[src/rtl/smc777_kbd_pkg.sv]
// smc777_kbd_pkg
// Shared definitions for the SMC-777 keyboard front end:
//   - set-2 scancodes of the keys that are consumed as modifier state
//   - key_evt_t, the field layout of the hps_io ps2_key event word
//   - is_modifier(), which decides if an event updates state instead of the FIFO
package smc777_kbd_pkg;

   localparam logic [7:0] SC_LSHIFT = 8'h12;
   localparam logic [7:0] SC_RSHIFT = 8'h59;
   localparam logic [7:0] SC_CTRL   = 8'h14;
   localparam logic [7:0] SC_CAPS   = 8'h58;
   localparam logic [7:0] SC_ENTER  = 8'h5A;

   // Bit layout matches ps2_key[10:0] so the raw word casts directly.
   typedef struct packed {
      logic       tog;
      logic       make;
      logic       ext;
      logic [7:0] code;
   } key_evt_t;

   // E0 12 is the fake shift around PrtSc, so only the plain shift codes count.
   // Ctrl and caps are recognised with or without the E0 prefix.
   function automatic logic is_modifier(input logic ext, input logic [7:0] code);
      return (!ext && (code == SC_LSHIFT || code == SC_RSHIFT)) ||
             (code == SC_CTRL) || (code == SC_CAPS);
   endfunction

endpackage

[src/rtl/smc777_keymap.sv]
// smc777_keymap
// Synchronous keymap ROM, one-cycle read latency.
//   clk  in  : system clock
//   addr in  : {ext, shift, set-2 scancode}
//   data out : SMC-777 ASCII code, 0x00 for unmapped keys
// Holds the unshifted and shifted tables for the main block plus a small
// extended (E0) table; extended keys ignore shift.
module smc777_keymap
   import smc777_kbd_pkg::*;
(
   input  logic       clk,
   input  logic [9:0] addr,
   output logic [7:0] data
);

   // Returns {shifted, unshifted} for a non-extended scancode.
   function automatic logic [15:0] main_pair(input logic [7:0] code);
      logic [15:0] p;
      p = 16'h0000;
      case (code)
         8'h1C: p = {8'h41, 8'h61};  8'h32: p = {8'h42, 8'h62};
         8'h21: p = {8'h43, 8'h63};  8'h23: p = {8'h44, 8'h64};
         8'h24: p = {8'h45, 8'h65};  8'h2B: p = {8'h46, 8'h66};
         8'h34: p = {8'h47, 8'h67};  8'h33: p = {8'h48, 8'h68};
         8'h43: p = {8'h49, 8'h69};  8'h3B: p = {8'h4A, 8'h6A};
         8'h42: p = {8'h4B, 8'h6B};  8'h4B: p = {8'h4C, 8'h6C};
         8'h3A: p = {8'h4D, 8'h6D};  8'h31: p = {8'h4E, 8'h6E};
         8'h44: p = {8'h4F, 8'h6F};  8'h4D: p = {8'h50, 8'h70};
         8'h15: p = {8'h51, 8'h71};  8'h2D: p = {8'h52, 8'h72};
         8'h1B: p = {8'h53, 8'h73};  8'h2C: p = {8'h54, 8'h74};
         8'h3C: p = {8'h55, 8'h75};  8'h2A: p = {8'h56, 8'h76};
         8'h1D: p = {8'h57, 8'h77};  8'h22: p = {8'h58, 8'h78};
         8'h35: p = {8'h59, 8'h79};  8'h1A: p = {8'h5A, 8'h7A};
         8'h16: p = {8'h21, 8'h31};  8'h1E: p = {8'h40, 8'h32};
         8'h26: p = {8'h23, 8'h33};  8'h25: p = {8'h24, 8'h34};
         8'h2E: p = {8'h25, 8'h35};  8'h36: p = {8'h5E, 8'h36};
         8'h3D: p = {8'h26, 8'h37};  8'h3E: p = {8'h2A, 8'h38};
         8'h46: p = {8'h28, 8'h39};  8'h45: p = {8'h29, 8'h30};
         8'h4E: p = {8'h5F, 8'h2D};  8'h55: p = {8'h2B, 8'h3D};
         8'h54: p = {8'h7B, 8'h5B};  8'h5B: p = {8'h7D, 8'h5D};
         8'h5D: p = {8'h7C, 8'h5C};  8'h4C: p = {8'h3A, 8'h3B};
         8'h52: p = {8'h22, 8'h27};  8'h41: p = {8'h3C, 8'h2C};
         8'h49: p = {8'h3E, 8'h2E};  8'h4A: p = {8'h3F, 8'h2F};
         8'h0E: p = {8'h7E, 8'h60};  8'h29: p = {8'h20, 8'h20};
         SC_ENTER: p = {8'h0D, 8'h0D};
         8'h66: p = {8'h08, 8'h08};  8'h0D: p = {8'h09, 8'h09};
         8'h76: p = {8'h1B, 8'h1B};
         default: p = 16'h0000;
      endcase
      return p;
   endfunction

   function automatic logic [7:0] ext_code(input logic [7:0] code);
      logic [7:0] d;
      d = 8'h00;
      case (code)
         SC_ENTER: d = 8'h0D;   // keypad enter
         8'h4A:    d = 8'h2F;   // keypad slash
         8'h71:    d = 8'h7F;   // delete
         default:  d = 8'h00;
      endcase
      return d;
   endfunction

   function automatic logic [7:0] rom_read(input logic [9:0] a);
      logic [15:0] p;
      p = main_pair(a[7:0]);
      if (a[9])
         return ext_code(a[7:0]);
      return a[8] ? p[15:8] : p[7:0];
   endfunction

   always_ff @(posedge clk) begin
      data <= rom_read(addr);
   end

endmodule

[src/rtl/smc777_keyboard.sv]
// smc777_keyboard
// Turns hps_io ps2_key events into SMC-777 ASCII codes, tracks shift/ctrl/caps
// and queues codes in a first-word-fall-through FIFO for the CPU port.
//   clk       in  : system clock (clk_sys)
//   reset     in  : asynchronous, active-high
//   ps2_key   in  : [10] toggle, [9] make, [8] E0, [7:0] set-2 scancode
//   kb_rd     in  : pop strobe
//   kb_clr    in  : flush FIFO and clear overflow
//   key_data  out : FIFO head, 0x00 when empty
//   key_valid out : FIFO non-empty
//   key_count out : occupancy
//   overflow  out : sticky, a code was dropped on a full FIFO
//   shift/ctrl/caps out : modifier state
//   kb_irq    out : FIFO-non-empty interrupt, built only when SMC777_KBD_IRQ_EN
//                   is defined, otherwise tied to 0
// Parameter DEPTH: FIFO entries, power of two, 2..64.
module smc777_keyboard
   import smc777_kbd_pkg::*;
#(
   parameter int DEPTH = 8
) (
   input  logic                   clk,
   input  logic                   reset,
   input  logic [10:0]            ps2_key,
   input  logic                   kb_rd,
   input  logic                   kb_clr,
   output logic [7:0]             key_data,
   output logic                   key_valid,
   output logic [$clog2(DEPTH):0] key_count,
   output logic                   overflow,
   output logic                   shift,
   output logic                   ctrl,
   output logic                   caps,
   output logic                   kb_irq
);

   localparam int PTR_W = $clog2(DEPTH);
   localparam int CNT_W = PTR_W + 1;

   key_evt_t         evt_in;
   logic             armed, prev_tog, evt;
   logic             vld_p0, make_p0, ext_p0;
   logic [7:0]       code_p0;
   logic             lshift, rshift, lctrl, rctrl;
   logic             vld_p1, caps_p1, ctrl_p1;
   logic [7:0]       base_p1, code_p2;
   logic             push_req, pop, push_ok;
   logic [7:0]       mem [DEPTH];
   logic [PTR_W-1:0] wr_ptr, rd_ptr;
   logic [CNT_W-1:0] count_nxt;

   // Ctrl wins over caps: masking to 5 bits discards the case bit anyway.
   function automatic logic [7:0] apply_mods(input logic [7:0] c,
                                             input logic       caps_on,
                                             input logic       ctrl_on);
      logic [7:0] r;
      r = c;
      if (caps_on && ((c >= 8'h41 && c <= 8'h5A) || (c >= 8'h61 && c <= 8'h7A)))
         r = c ^ 8'h20;
      if (ctrl_on && c >= 8'h40 && c <= 8'h7F)
         r = c & 8'h1F;
      return r;
   endfunction

   assign evt_in = ps2_key;
   assign evt    = armed && (evt_in.tog != prev_tog);
   assign shift  = lshift | rshift;
   assign ctrl   = lctrl | rctrl;

   // Stage 0: detect toggle change and capture the event.
   // armed stays low for one clock after reset so a toggle already at 1 is
   // absorbed into prev_tog rather than seen as an event.
   always_ff @(posedge clk or posedge reset) begin
      if (reset) begin
         armed    <= 1'b0;
         prev_tog <= 1'b0;
         vld_p0   <= 1'b0;
      end else begin
         armed    <= 1'b1;
         prev_tog <= evt_in.tog;
         vld_p0   <= evt;
      end
   end

   always_ff @(posedge clk) begin
      make_p0 <= evt_in.make;
      ext_p0  <= evt_in.ext;
      code_p0 <= evt_in.code;
   end

   // Stage 1: modifier update and keymap lookup.
   // The lookup and the captured caps/ctrl see modifier state from strictly
   // earlier events, so a modifier followed next cycle by a key applies.
   always_ff @(posedge clk or posedge reset) begin
      if (reset) begin
         lshift <= 1'b0;
         rshift <= 1'b0;
         lctrl  <= 1'b0;
         rctrl  <= 1'b0;
         caps   <= 1'b0;
         vld_p1 <= 1'b0;
      end else begin
         if (vld_p0) begin
            if (!ext_p0 && code_p0 == SC_LSHIFT) lshift <= make_p0;
            if (!ext_p0 && code_p0 == SC_RSHIFT) rshift <= make_p0;
            if (code_p0 == SC_CTRL) begin
               if (ext_p0) rctrl <= make_p0;
               else        lctrl <= make_p0;
            end
            if (code_p0 == SC_CAPS && make_p0) caps <= ~caps;
         end
         vld_p1 <= vld_p0 && make_p0 && !is_modifier(ext_p0, code_p0);
      end
   end

   always_ff @(posedge clk) begin
      caps_p1 <= caps;
      ctrl_p1 <= ctrl;
   end

   smc777_keymap u_keymap (
      .clk  (clk),
      .addr ({ext_p0, shift, code_p0}),
      .data (base_p1)
   );

   // Stage 2: transform and FIFO write.
   assign code_p2  = apply_mods(base_p1, caps_p1, ctrl_p1);
   assign push_req = vld_p1 && (code_p2 != 8'h00);
   assign pop      = kb_rd && key_valid;
   assign push_ok  = push_req && ((key_count != CNT_W'(DEPTH)) || pop);

   always_comb begin
      count_nxt = key_count;
      if (kb_clr)
         count_nxt = '0;
      else if (push_ok && !pop)
         count_nxt = key_count + CNT_W'(1);
      else if (pop && !push_ok)
         count_nxt = key_count - CNT_W'(1);
   end

   always_ff @(posedge clk or posedge reset) begin
      if (reset) begin
         wr_ptr    <= '0;
         rd_ptr    <= '0;
         key_count <= '0;
         overflow  <= 1'b0;
      end else if (kb_clr) begin
         wr_ptr    <= '0;
         rd_ptr    <= '0;
         key_count <= '0;
         overflow  <= 1'b0;
      end else begin
         if (push_ok) wr_ptr <= wr_ptr + PTR_W'(1);
         if (pop)     rd_ptr <= rd_ptr + PTR_W'(1);
         if (push_req && !push_ok) overflow <= 1'b1;
         key_count <= count_nxt;
      end
   end

   always_ff @(posedge clk) begin
      if (push_ok && !kb_clr)
         mem[wr_ptr] <= code_p2;
   end

   assign key_valid = (key_count != '0);
   assign key_data  = key_valid ? mem[rd_ptr] : 8'h00;

`ifdef SMC777_KBD_IRQ_EN
   // Level follows next-cycle occupancy, so it rises with key_valid and drops
   // on the pop that empties the FIFO or on kb_clr.
   always_ff @(posedge clk or posedge reset) begin
      if (reset)
         kb_irq <= 1'b0;
      else
         kb_irq <= (count_nxt != '0);
   end
`else
   assign kb_irq = 1'b0;
`endif

endmodule

[config.mk]
export PLATFORM = sky130hd
export DESIGN_NAME = smc777_keyboard
export DESIGN_NICKNAME = d
export VERILOG_FILES = /design/src/rtl/smc777_kbd_pkg.sv /design/src/rtl/smc777_keymap.sv /design/src/rtl/smc777_keyboard.sv
export SDC_FILE = /design/constraint.sdc
export NUM_CORES = 1
export LEC_CHECK = 0
export CAP_MARGIN = 5
export CORE_AREA = 2 2 105 107
export DETAILED_ROUTE_END_ITERATION = 6
export DIE_AREA = 0 0 107 109
export PLACE_DENSITY = 0.77
export SYNTH_ARGS = -nofsm -noshare
export SYNTH_HDL_FRONTEND = slang
export SYNTH_SLANG_ARGS = --single-unit
export TNS_END_PERCENT = 30
[constraint.sdc]
create_clock -name clk -period 3.1 [get_ports clk]
set_input_delay 0.62 -clock clk [delete_from_list [all_inputs] [get_ports clk]]
set_output_delay 0.62 -clock clk [all_outputs]
set_load 0.02 [all_outputs]
==> results.json <==
{
  "syn_area_per_cell_sq_um": 10.85,
  "arrival_ps": 3220,
  "final_nets": 587,
  "gr-total-overflow": 0,
  "power.share.switching_pct": 31.07,
  "synth_edf_count": 56,
  "grt_pass1_vias": 4017,
  "ys.warnings.count": 0,
  "clkTransAtPathRegs_ps": 90,
  "hold_end": "caps_p1",
  "power_frac_clock_pct": 22.3,
  "status": "completed",
  "p_per_area_nw_per_um2": 571.5,
  "ioPinCount": 33,
  "drc_errors": 0,
  "worstPathRequired_ps": 3360,
  "finalSetupTns_ps": 0,
  "drv_slew": 0,
  "yosysMostFrequentCell": "edfxtp_1",
  "drt_wl_total_microns": 12650,
  "synth_cells": 514,
  "cts.sinks": 109,
  "synth-seq-cells": 109,
  "die_area_sq_um": 11660,
  "hp-start": "caps",
  "cts-root-buf": "clkbuf_8",
  "drt_iter0_drc": 245,
  "p_int_uw": 2513,
  "rsz0062_at_grt": "false",
  "synth_cell_types": 70,
  "portBuffers": 30,
  "gp_congestion": 0.9638,
  "setup_viol": 0,
  "min_delay_path_depth": 0,
  "synthTopCellsByArea": "edfxtp_1 30%, dfxtp_1 12%, dfrtp_1 9.0%, mux4_2 5.7%, mux2i_1 3.4%",
  "tightest_slew_ps": 767.6,
  "min_period_over_period_pct": 95.54,
  "routedWlPerCell_microns": 18.00,
  "vdd_drop_max_mv": 0.4139,
  "grt_pass1_wl_microns": 20460,
  "place_inst": 688,
  "groute.usage.overall_pct": 22.92,
  "sequentialPowerShare_pct": 45.3,
  "netlist_top_cells_count": "56 x edfxtp_1, 49 x nor2_1, 33 x dfxtp_1, 33 x o21ai_0, 31 x a21oi_1",
  "maxCapViolations": 0,
  "grt_max_degree": 43,
  "via_count": 4106,
  "reg2reg_setup_slack_ps": 140,
  "clock.fmax_mhz": 337.6,
  "clock_path_buffers": 2,
  "synthArstFlopShare_pct": 18.35,
  "switching_power_uw": 1133,
  "min_path_type": "reg -> reg",
  "grt_antenna_before_repair": 0,
  "synth_seq_area_share_pct": 50.98,
  "path_class": "reg -> reg",
  "clk_latency_ps": 370,
  "floorplan.initialDensity_pct": 52.60,
  "area_growth_pct": 14.40,
  "fin_skew_ps": 10.56,
  "cts_tree": "built",
  "rows": 38,
  "reg2reg_to": "key_count[3]",
  "finalHoldViolations": 0,
  "p_comb_share_pct": 32.4,
  "die_w_microns": 107,
  "synth_area_sq_um": 5577,
  "leakage_uw": 0.002411,
  "h-tree-depth": 3,
  "diodes": 0,
  "antenna_left": 0,
  "startpoint_type": "register",
  "worstPathMaxFanout": 10,
  "ys.flop_type": "edfxtp_1",
  "yosysTopAreaCell": "edfxtp_1",
  "end_kind": "register",
  "slew_headroom_pct": 48.77,
  "routed_via_density": 5.841,
  "fp.dieH_microns": 109,
  "hpwl_microns": 9351,
  "min_period_ps": 2962,
  "worstReg2RegStart": "u_keymap.data[1]",
  "coreArea_sq_um": 10600,
  "final_cells": 703,
  "rr_worst_depth": 9,
  "drive_gt1_share_pct": 15.28,
  "numCtsBuffers": 9,
  "yosys.area.top_type_share_pct": 30.15,
  "firstDrtPassIters": 5
}
==> layout by cell type (no fill, tap or decap), drive strengths merged, types with 3 or more instances in the layout <==
cell type and count:
nand3 12, nand2 27, o31ai 7, conb 3, clkbuf 9, nor3b 8, or2 4, edfxtp 56
o211ai 3, nor2 49, a22oi 4, ha 12, clkdlybuf4s50 30, nor3 13, a211oi 4, dfxtp 33
o311ai 3, o22ai 4, nand2b 8, nor4 4, o221ai 4, a21oi 32, and3 3, inv 16
buf 36, clkinvlp 4, a31oi 11, and3b 3, and2 8, nand3b 4, o21ai 35, mux2i 19
nor2b 17, mux2 7, mux4 14, xor2 5, dfrtp 20
==> worst max-delay path: stages (launching register included) <==
cell and delay, ps:
dfxtp_2 370, or4_4 490, or4_4 570, and2_4 200, nand2_8 90, ha_1 230, a21o_1 170, a21oi_1 160
mux2i_1 220, mux2_1 340
==> stage by stage <==
stage	area [sq um]	hold WS, ps	utilization (%)	setup WS [ps]	power [uW]
after floorplan	5580	427.7	-	119.7	2439
after global placement	6187	412.3	58.36	102.2	2830
after detailed placement	6187	416.5	58.36	91.84	2859
after CTS	6375	454.5	60.13	76.87	3668
after global routing	6380	466.7	60.17	45.91	3822
final	6380	453.6	60.17	138.3	3646
==> logic make-up (layout without fill, tap and decap cells) <==
group	Yosys count	after routing	synth area share [%]
other	2	3	0.1347
and+or+nand+nor	172	172	16.90
adders and majority gates	13	13	3.051
AOI/OAI and AO/OA	123	123	13.78
buffers and inverters	48	96	3.590
muxes	40	40	10.48
DFF	109	109	50.98
xor gates and xnor gates	7	7	1.099
==> final cells by class <==
type | instances | area (sq um)
clock buffer | 9 | 123.9
clock inverter | 6 | 63.81
fill | 870 | 4223
inverter | 15 | 61.31
multi-input combinational | 358 | 2537
sequential | 109 | 2844
tap | 140 | 175.2
timing repair buffer | 66 | 574.3
==> power groups by stage <==
stage                     Sequential (uW)  Clock [uW]  Combinational [uW]
after detailed placement             1680           0                1180
after global routing                 1660         883                1280
after floorplan                      1700           0                 740
final                                1650         813                1180
after CTS                            1650         835                1180
after global placement               1680           0                1150
==> worst max path at each step <==
stage	depth (start not counted)	from	slack [ps]	endpoint
after floorplan	10	u_keymap.data[3]	120	key_count[3]
after CTS	9	u_keymap.data[1]	80	key_count[3]
after global routing	9	u_keymap.data[1]	50	key_count[3]
final	9	u_keymap.data[1]	140	key_count[3]
after global placement	10	kb_rd	100	key_count[3]
after detailed placement	10	kb_rd	90	key_count[3]
==> repair_timing <==
| action | 4_1_cts | 5_1_grt |
|---|---|---|
| setup buffers | 0 | 0 |
| resized for setup | 0 | 2 |
| setup endpoints to repair | 0 | 2 |
| hold buffers | 0 | 0 |
==> layer usage <==
layer	vias to the layer above	track usage (%)	wire length, microns
met3	26	3.527	482
met2	118	42.36	6820
li1	1994	-	-
met5	-	0	0
met4	0	7.885	276
met1	1968	27.26	5074
No activity file was read; power rests on OpenSTA's default activity.
